==> src/rtl/prio_encod_rr_if.sv <==
// Request/result bundle for the prio_encod_rr priority encoder.
//  master : produces the request side (enable, mode, bin, bready) and
//           observes the registered result (bout, bvalid, multi).
//  slave  : the encoder itself; consumes requests and drives the result.
// Signals
//  enable  1  sample bin this cycle (subject to the accept rule)
//  mode    1  0 = fixed priority, 1 = round-robin
//  bin     N  request vector, bit i = request i
//  bready  1  downstream ready for bout
//  bout    W  encoded index of the selected request
//  bvalid  1  bout/multi hold a result not yet consumed
//  multi   1  more than one bin bit was set at accept
interface prio_encod_rr_if #(
  parameter int N = 4,
  parameter int W = 2
);
  logic         enable;
  logic         mode;
  logic [N-1:0] bin;
  logic         bready;
  logic [W-1:0] bout;
  logic         bvalid;
  logic         multi;

  modport master (
    output enable, mode, bin, bready,
    input  bout, bvalid, multi
  );

  modport slave (
    input  enable, mode, bin, bready,
    output bout, bvalid, multi
  );
endinterface

==> src/rtl/prio_encod_rr.sv <==
// Registered N-to-log2(N) priority encoder with fixed-priority and
// round-robin modes and a valid/ready result handshake.
// Ports
//  clk  in   rising-edge clock
//  rst  in   synchronous active-high reset (overrides everything)
//  bus  slave modport of prio_encod_rr_if (request in, result out)
// A new request is accepted when enable is high, at least one request bit
// is set, and the output slot is free or being drained this same cycle.
// The result appears one cycle after accept.
module prio_encod_rr #(
  parameter int N = 4,
  parameter int W = 2
) (
  input  logic           clk,
  input  logic           rst,
  prio_encod_rr_if.slave bus
);

  localparam logic [W-1:0] PTR_RST = W'(N - 1);

  logic [W-1:0] bout_q,   bout_d;
  logic         bvalid_q, bvalid_d;
  logic         multi_q,  multi_d;
  logic [W-1:0] ptr_q,    ptr_d;

  logic [W-1:0] fix_sel_s;
  logic [W-1:0] rr_sel_s;
  logic         rr_found_s;
  logic [W-1:0] sel_s;
  logic         multi_hot_s;
  logic         accept_s;

  // Fixed priority: the last set bit scanned upward is the highest index.
  always_comb begin
    fix_sel_s = {W{1'b0}};
    for (int i = 0; i < N; i++) begin
      fix_sel_s = bus.bin[i] ? W'(i) : fix_sel_s;
    end
  end

  // Round-robin: scan ptr, ptr-1, ... downward with W-bit wrap, first hit wins.
  always_comb begin : rr_scan
    logic [W-1:0] idx_v;
    rr_sel_s   = ptr_q;
    rr_found_s = 1'b0;
    idx_v      = ptr_q;
    for (int k = 0; k < N; k++) begin
      idx_v = ptr_q - W'(k);
      if (!rr_found_s && bus.bin[idx_v]) begin
        rr_sel_s   = idx_v;
        rr_found_s = 1'b1;
      end else begin
        rr_sel_s   = rr_sel_s;
        rr_found_s = rr_found_s;
      end
    end
  end

  // Select, multi-hot detect and the accept condition.
  always_comb begin
    sel_s       = bus.mode ? rr_sel_s : fix_sel_s;
    // Clearing the lowest set bit leaves something only if two or more were set.
    multi_hot_s = (bus.bin & (bus.bin - N'(1))) != {N{1'b0}};
    accept_s    = bus.enable & (|bus.bin) & (~bvalid_q | bus.bready);
  end

  // Next-state: accept replaces the result, otherwise a ready drains it.
  always_comb begin
    bout_d   = bout_q;
    bvalid_d = bvalid_q;
    multi_d  = multi_q;
    ptr_d    = ptr_q;
    if (accept_s) begin
      bout_d   = sel_s;
      multi_d  = multi_hot_s;
      bvalid_d = 1'b1;
      if (bus.mode) begin
        // Next scan starts just below the winner, so the winner goes last.
        ptr_d = (sel_s == {W{1'b0}}) ? PTR_RST : (sel_s - W'(1));
      end else begin
        ptr_d = ptr_q;
      end
    end else if (bvalid_q && bus.bready) begin
      bvalid_d = 1'b0;
    end else begin
      bvalid_d = bvalid_q;
    end
  end

  // State registers with synchronous reset.
  always_ff @(posedge clk) begin
    if (rst) begin
      bout_q   <= {W{1'b0}};
      bvalid_q <= 1'b0;
      multi_q  <= 1'b0;
      ptr_q    <= PTR_RST;
    end else begin
      bout_q   <= bout_d;
      bvalid_q <= bvalid_d;
      multi_q  <= multi_d;
      ptr_q    <= ptr_d;
    end
  end

  assign bus.bout   = bout_q;
  assign bus.bvalid = bvalid_q;
  assign bus.multi  = multi_q;

endmodule

==> src/flat_wrapper.sv <==
// flat-port wrapper written by rule: the top's interface ports become plain ports
module prio_encod_rr_flat 
#(
  parameter int N = 4,
  parameter int W = 2
)
  (clk, rst, bus_enable, bus_mode, bus_bin, bus_bready, bus_bout, bus_bvalid, bus_multi);
  prio_encod_rr_if #(.N(N), .W(W)) bus_i ();
  input  logic clk;
  input  logic rst;
  input wire logic [$bits(bus_i.enable)-1:0] bus_enable;
  input wire logic [$bits(bus_i.mode)-1:0] bus_mode;
  input wire logic [$bits(bus_i.bin)-1:0] bus_bin;
  input wire logic [$bits(bus_i.bready)-1:0] bus_bready;
  output wire logic [$bits(bus_i.bout)-1:0] bus_bout;
  output wire logic [$bits(bus_i.bvalid)-1:0] bus_bvalid;
  output wire logic [$bits(bus_i.multi)-1:0] bus_multi;
  assign bus_i.enable = bus_enable;
  assign bus_i.mode = bus_mode;
  assign bus_i.bin = bus_bin;
  assign bus_i.bready = bus_bready;
  assign bus_bout = bus_i.bout;
  assign bus_bvalid = bus_i.bvalid;
  assign bus_multi = bus_i.multi;
  prio_encod_rr #(.N(N), .W(W)) u_core (.clk(clk), .rst(rst), .bus(bus_i));
endmodule
==> config.mk <==
export PLATFORM = sky130hd
export DESIGN_NAME = prio_encod_rr_flat
export DESIGN_NICKNAME = d
export VERILOG_FILES = /design/src/rtl/prio_encod_rr_if.sv /design/src/rtl/prio_encod_rr.sv /design/src/flat_wrapper.sv
export SDC_FILE = /design/constraint.sdc
export NUM_CORES = 1
export LEC_CHECK = 0
export ABC_CLOCK_PERIOD_IN_PS = 2400
export BUFFER_PORTS_ARGS = -buffer_cell sky130_fd_sc_hd__buf_2
export CORE_AREA = 2 2 39 41
export DETAILED_ROUTE_END_ITERATION = 12
export DIE_AREA = 0 0 41 43
export SYNTH_ARGS = -nofsm -noshare
export SYNTH_HDL_FRONTEND = slang
export SYNTH_SLANG_ARGS = --single-unit
export TNS_END_PERCENT = 30
==> constraint.sdc <==
create_clock -name clk -period 2.4 [get_ports clk]
set_input_delay 0.48 -clock clk [delete_from_list [all_inputs] [get_ports clk]]
set_output_delay 0.48 -clock clk [all_outputs]
set_load 0.03 [all_outputs]
# After elaboration in Yosys (flattened, before gate mapping)
# Index checks and enable logic that the tools add are counted.
dict set report word_totals {
  input_bits 9
  reg_bits 6
  output_inout_bits 4
}
dict set report op_classes {
  bitwise_logic 5
  magnitude_cmp 4
  mux 21
  reduce_logical 12
  n_addsub 5
}
# cell count
set ops {}
lappend ops {{two-way mux 2 bit} 7}
lappend ops {{< comparator 2 x 3 -> 1 bit, second input constant} 4}
lappend ops {{two-way mux 1 bit} 10}
lappend ops {{binary-select mux 1 bit (select 2 bit)} 4}
lappend ops {{AND 4 bit} 1}
lappend ops {{logical AND 1 bit} 4}
lappend ops {{nonzero test 4 bit} 1}
lappend ops {{OR reduction 4 bit} 1}
lappend ops {{subtractor 2 x 1 -> 2 bit, second input constant} 2}
lappend ops {{subtractor 2 bit, second input constant} 2}
lappend ops {{subtractor 4 x 1 -> 4 bit, second input constant} 1}
lappend ops {{logical NOT 1 bit} 3}
lappend ops {{AND 1 bit} 2}
lappend ops {{logical NOT 2 bit} 1}
lappend ops {{AND reduction 2 bit} 1}
lappend ops {{nonzero test 2 bit} 1}
lappend ops {{NOT 1 bit} 1}
lappend ops {{bitwise OR 1 bit} 1}

# Logic depth before layout (Yosys ltp)
dict set report depth {
  depth_word 15
  depth_mapped 7
  ltp_nobuf 5
}

# Worst setup path after synthesis
# Ideal clock, no wire load.
dict set report synth_path {
  path_kind {input to register}
  from {input port bus_bin[2]}
  to {register u_core.ptr_q[1]}
  path_slack_ns 0.723
  setup_ns 0.120
  arrival_ns 1.558
  path_buffers 2
  required_time_ns 2.280
  stages 6
  cell_sequence {buf_2 -> o41ai_4 -> nor2b_2 -> buf_6 -> and3_1 -> a211o_1}
}
dict set report synth_via {
  elab_chain_len 15
  word_cells_on_any_way 30
}
# item line
set synth_lines {}
lappend synth_lines {{start: declaration} flat_wrapper.sv:13} ;# input wire logic [$bits(bus_i.bin)-1:0] bus_bin;
lappend synth_lines {{binary-select mux 1 bit (select 2 bit)} prio_encod_rr.sv:49} ;# if (!rr_found_s && bus.bin[idx_v]) begin
lappend synth_lines {{two-way mux 1 bit (not written as such)} prio_encod_rr.sv:49}
lappend synth_lines {{two-way mux 1 bit} prio_encod_rr.sv:49}
lappend synth_lines {{logical NOT 1 bit} prio_encod_rr.sv:49}
lappend synth_lines {{logical AND 1 bit} prio_encod_rr.sv:49}
lappend synth_lines {{two-way mux 1 bit} prio_encod_rr.sv:49}
lappend synth_lines {{logical NOT 1 bit} prio_encod_rr.sv:49}
lappend synth_lines {{logical AND 1 bit} prio_encod_rr.sv:49}
lappend synth_lines {{two-way mux 1 bit} prio_encod_rr.sv:49}
lappend synth_lines {{logical NOT 1 bit} prio_encod_rr.sv:49}
lappend synth_lines {{logical AND 1 bit} prio_encod_rr.sv:49}
lappend synth_lines {{two-way mux 2 bit} prio_encod_rr.sv:49}
lappend synth_lines {{two-way mux 2 bit} prio_encod_rr.sv:61} ;# sel_s = bus.mode ? rr_sel_s : fix_sel_s;
lappend synth_lines {{subtractor 2 x 1 -> 2 bit or logical NOT 2 bit (tied branches)} prio_encod_rr.sv:79} ;# ptr_d = (sel_s == {W{1'b0}}) ? PTR_RST : (sel_s - W'(1));
lappend synth_lines {{two-way mux 2 bit} prio_encod_rr.sv:79}
lappend synth_lines {{end signal: assignment} prio_encod_rr.sv:101} ;# ptr_q <= ptr_d;
lappend synth_lines {{end: declaration} prio_encod_rr.sv:24} ;# logic [W-1:0] ptr_q, ptr_d;
# Several ways; a longest one is shown, not always the timed one. The select of a mux whose other input is x is not followed.
# A chain may end at the register's enable or synchronous reset.

# Worst setup path in the final report
dict set report layout_path {
  from {input port bus_bin[2]}
  to {register u_core.ptr_q[0]}
}
# The elaborated chain is that of the path after synthesis.

==> run_summary.xml <==
<?xml version="1.0" encoding="UTF-8"?>
<metrics>
  <group name="die">
    <metric name="chipHeight" unit="µm">43</metric>
    <metric name="die_area" unit="mm²">0.00176</metric>
    <metric name="start_util" unit="">0.305</metric>
    <metric name="io-pin-count" unit="">13</metric>
    <metric name="floorplan.core_area" unit="mm²">0.00138</metric>
    <metric name="die_w" unit="µm">41</metric>
    <metric name="placementRows" unit="">14</metric>
  </group>
  <group name="timing">
    <metric name="grt_setup_unrepaired" unit="">no</metric>
    <metric name="finalCritPeriodShare" unit="">0.642</metric>
    <metric name="timing.final.crit_period" unit="ns">1.54</metric>
    <metric name="hold_viol" unit="">0</metric>
    <metric name="worst_slew_slack_as_a_fraction_of_its_limit" unit="">0.708</metric>
    <metric name="slew_worst_pin" unit="ns">0.433</metric>
    <metric name="timing.fmax" unit="MHz">649</metric>
    <metric name="report.final.slew_viol_count" unit="">0</metric>
    <metric name="final_setup_vio_count" unit="">0</metric>
    <metric name="total_negative_setup_slack" unit="ns">0</metric>
    <metric name="clk_skew" unit="ns">0.00244</metric>
  </group>
  <group name="route">
    <metric name="post-route-drc-count" unit="">0</metric>
    <metric name="dr.pass1.iters" unit="">4</metric>
    <metric name="vias" unit="">407</metric>
    <metric name="routed_wl" unit="µm">858</metric>
    <metric name="drt_iter0_markers" unit="">8</metric>
    <metric name="detail_route.wl_per_cell" unit="µm">11.3</metric>
    <metric name="antenna_left" unit="">0</metric>
    <metric name="detailed_route_vias_per_instance" unit="">5.36</metric>
  </group>
  <group name="cells_and_area">
    <metric name="mostFrequentLayoutCells" unit="">12 x sky130_fd_sc_hd__buf_2, 6 x sky130_fd_sc_hd__nor2_1, 6 x sky130_fd_sc_hd__dfxtp_1</metric>
    <metric name="mostFrequentLayoutCell" unit="">sky130_fd_sc_hd__buf_2</metric>
    <metric name="area.growth.synth_to_final" unit="%">16.6</metric>
    <metric name="num-fill-cells" unit="">149</metric>
    <metric name="final_layout_size_suffix_gt1_frac" unit="">0.283</metric>
    <metric name="antenna_cells" unit="">0</metric>
    <metric name="fin_nets" unit="">71</metric>
    <metric name="stdcell_count" unit="">76</metric>
    <metric name="multi_input_area" unit="µm²">262</metric>
    <metric name="area.sequential" unit="µm²">120</metric>
  </group>
  <group name="setup_path">
    <metric name="critPathLaunchType" unit="">input port</metric>
    <metric name="criticalPathCategory" unit="">input port to flip-flop</metric>
    <metric name="cp_num_buf_inv" unit="">1</metric>
    <metric name="endpoint_kind" unit="">flip-flop</metric>
    <metric name="critPathMaxStageDelay" unit="ns">0.31</metric>
    <metric name="path_cells" unit="">buf_2 &gt; o41ai_4 &gt; nor2b_2 &gt; nand2_1 &gt; and2_1 &gt; a311o_1</metric>
    <metric name="cp_max_fo" unit="">9</metric>
    <metric name="cpLargestDelayFamily" unit="">simple AND/OR/NAND/NOR gates</metric>
    <metric name="critical_path_arrival" unit="ns">1.67</metric>
    <metric name="crit_required" unit="ns">2.53</metric>
    <metric name="worst_path_max_delay_cell" unit="">sky130_fd_sc_hd__a311o_1</metric>
  </group>
  <group name="synth">
    <metric name="synth_nets" unit="">58</metric>
    <metric name="synth.ff_latch_count" unit="">6</metric>
    <metric name="ys.warnings.count" unit="">0</metric>
    <metric name="synth_cells" unit="">49</metric>
    <metric name="synth_async_sr_flop_share" unit="">0</metric>
    <metric name="yosysUniqueCellTypes" unit="">28</metric>
    <metric name="count_of_flip_flops_with_a_built_in_enable_after_synthesis" unit="">0</metric>
    <metric name="most_instantiated_flip_flop_cell_in_the_synthesis_netlist" unit="">sky130_fd_sc_hd__dfxtp_1</metric>
    <metric name="synth.cell_area" unit="µm²">422</metric>
    <metric name="fraction_of_the_yosys_area_taken_by_sequential_cells" unit="">0.285</metric>
    <metric name="syn_avg_cell_area" unit="µm²">8.61</metric>
  </group>
  <group name="global_routing">
    <metric name="globalRoute.totalOverflow" unit="">0</metric>
    <metric name="antenna_violations_before_repair" unit="">0</metric>
    <metric name="grt_pass1_vias" unit="">329</metric>
    <metric name="grt_first_pass_wirelength" unit="µm">1350</metric>
    <metric name="groute.usage.overall" unit="">0.122</metric>
    <metric name="maximum_number_of_pins_on_one_net_before_global_route_repair" unit="">10</metric>
  </group>
  <group name="power_and_ir_drop">
    <metric name="power.ir.vdd_worst" unit="V">0.000214</metric>
    <metric name="p_leak" unit="nW">0.222</metric>
    <metric name="power_per_cell_area" unit="mW/mm²">572</metric>
  </group>
  <group name="placement">
    <metric name="placed_cells_incl_taps" unit="">73</metric>
    <metric name="routabilityCongestion" unit="">0.633</metric>
    <metric name="dp.final_hpwl" unit="µm">617</metric>
    <metric name="port_bufs" unit="">12</metric>
  </group>
  <group name="cts">
    <metric name="ctsResizeCount" unit="">0</metric>
    <metric name="ctsLongestPathBuffers" unit="">2</metric>
    <metric name="cts_buffer_count" unit="">3</metric>
    <metric name="insertion_delay" unit="ns">0.24</metric>
    <metric name="cts_num_sinks" unit="">6</metric>
    <metric name="cts.hold.buffers_added" unit="">0</metric>
    <metric name="cts.reportedPaths.clkPinSlew" unit="ns">0.04</metric>
    <metric name="h-tree-depth" unit="">1</metric>
    <metric name="cts-root-buf" unit="">sky130_fd_sc_hd__clkbuf_4</metric>
    <metric name="post_cts_buffers" unit="">0</metric>
    <metric name="tritoncts" unit="">done</metric>
  </group>
  <group name="flow_run">
    <metric name="maxCapViolations" unit="">0</metric>
  </group>
  <group name="hold_path">
    <metric name="worstHoldPathType" unit="">input port to flip-flop</metric>
  </group>
  <group name="outcome">
    <metric name="run_status" unit="">complete, no violations</metric>
  </group>
</metrics>
## Yosys cell counts (2+ instances only)
| cell | count | area, µm² |
|---|---|---|
| sky130_fd_sc_hd__buf_6 | 2 | 22.5 |
| sky130_fd_sc_hd__inv_1 | 2 | 7.51 |
| sky130_fd_sc_hd__dfxtp_1 | 6 | 120 |
| sky130_fd_sc_hd__a21oi_1 | 3 | 15.0 |
| sky130_fd_sc_hd__nand2b_1 | 2 | 12.5 |
| sky130_fd_sc_hd__nand2_1 | 2 | 7.51 |
| sky130_fd_sc_hd__nor2_1 | 6 | 22.5 |
| sky130_fd_sc_hd__a21o_1 | 2 | 15.0 |
| sky130_fd_sc_hd__and3_1 | 2 | 12.5 |
| sky130_fd_sc_hd__buf_2 | 2 | 10.0 |
| sky130_fd_sc_hd__mux2i_1 | 2 | 20.0 |
| sky130_fd_sc_hd__nor3_1 | 2 | 10.0 |
## state kept, by name, indices dropped and copies added, names as in the netlist
register	flops
u_core.bus.bout	2
u_core.ptr_q	2
u_core.bus.bvalid	1
u_core.bus.multi	1
## metal layers
metal | wire length [µm] | vias to the layer above | track usage
li1 | - | 203 | -
met2 | 378 | 11 | 0.156
met5 | 0 | - | 0
met4 | 36 | 0 | 0.140
met1 | 403 | 189 | 0.142
met3 | 39 | 4 | 0.0314
## cells by family (layout without fill, tap and decap cells)
logic type / count (synthesis) / after routing / share of synthesized area
simple gates: 20 / 20 / 0.252
compound gates: 14 / 14 / 0.297
flops: 6 / 6 / 0.285
buf+inv: 6 / 17 / 0.0950
mux: 2 / 2 / 0.0475
fa+ha+maj: 1 / 1 / 0.0237
## worst paths after layout
path | from | endpoint | slack (ns) | cells past startpoint
setup reg to reg | u_core.ptr_q[1]$_SDFFE_PP1P_ | u_core.ptr_q[0]$_SDFFE_PP1P_ | 0.94 | 5
hold / removal | rst | u_core.bus.bvalid$_SDFFE_PP0P_ | 0.49 | 2
setup / recovery | bus_bin[2] | u_core.ptr_q[0]$_SDFFE_PP1P_ | 0.86 | 6
hold reg to reg | u_core.bus.bvalid$_SDFFE_PP0P_ | u_core.bus.bvalid$_SDFFE_PP0P_ | 0.49 | 2
## metrics by stage
stage	total power, mW	hold WS, ns	cell area [µm²]	util	setup slack (ns)
final	0.281	0.486	492	0.355	0.860
after global routing	0.305	0.478	492	0.355	0.760
after CTS	0.287	0.481	492	0.355	0.862
after detailed placement	0.191	0.483	469	0.339	0.610
after global placement	0.191	0.482	469	0.339	0.624
after floorplan	0.174	0.549	422	-	0.723
## power by group
part           switching [mW]  internal (mW)
Clock                  0.0351         0.0565
Combinational          0.0449         0.0305
Sequential            0.00571          0.109
## cell type report
type / count / area share
sequential: 6 / 0.244
timing repair buffer: 12 / 0.122
tap: 16 / 0.0407
multi-input combinational: 37 / 0.532
clock buffer: 3 / 0.0458
inverter: 2 / 0.0153
Note: power is estimated with default switching activity, not from simulation.
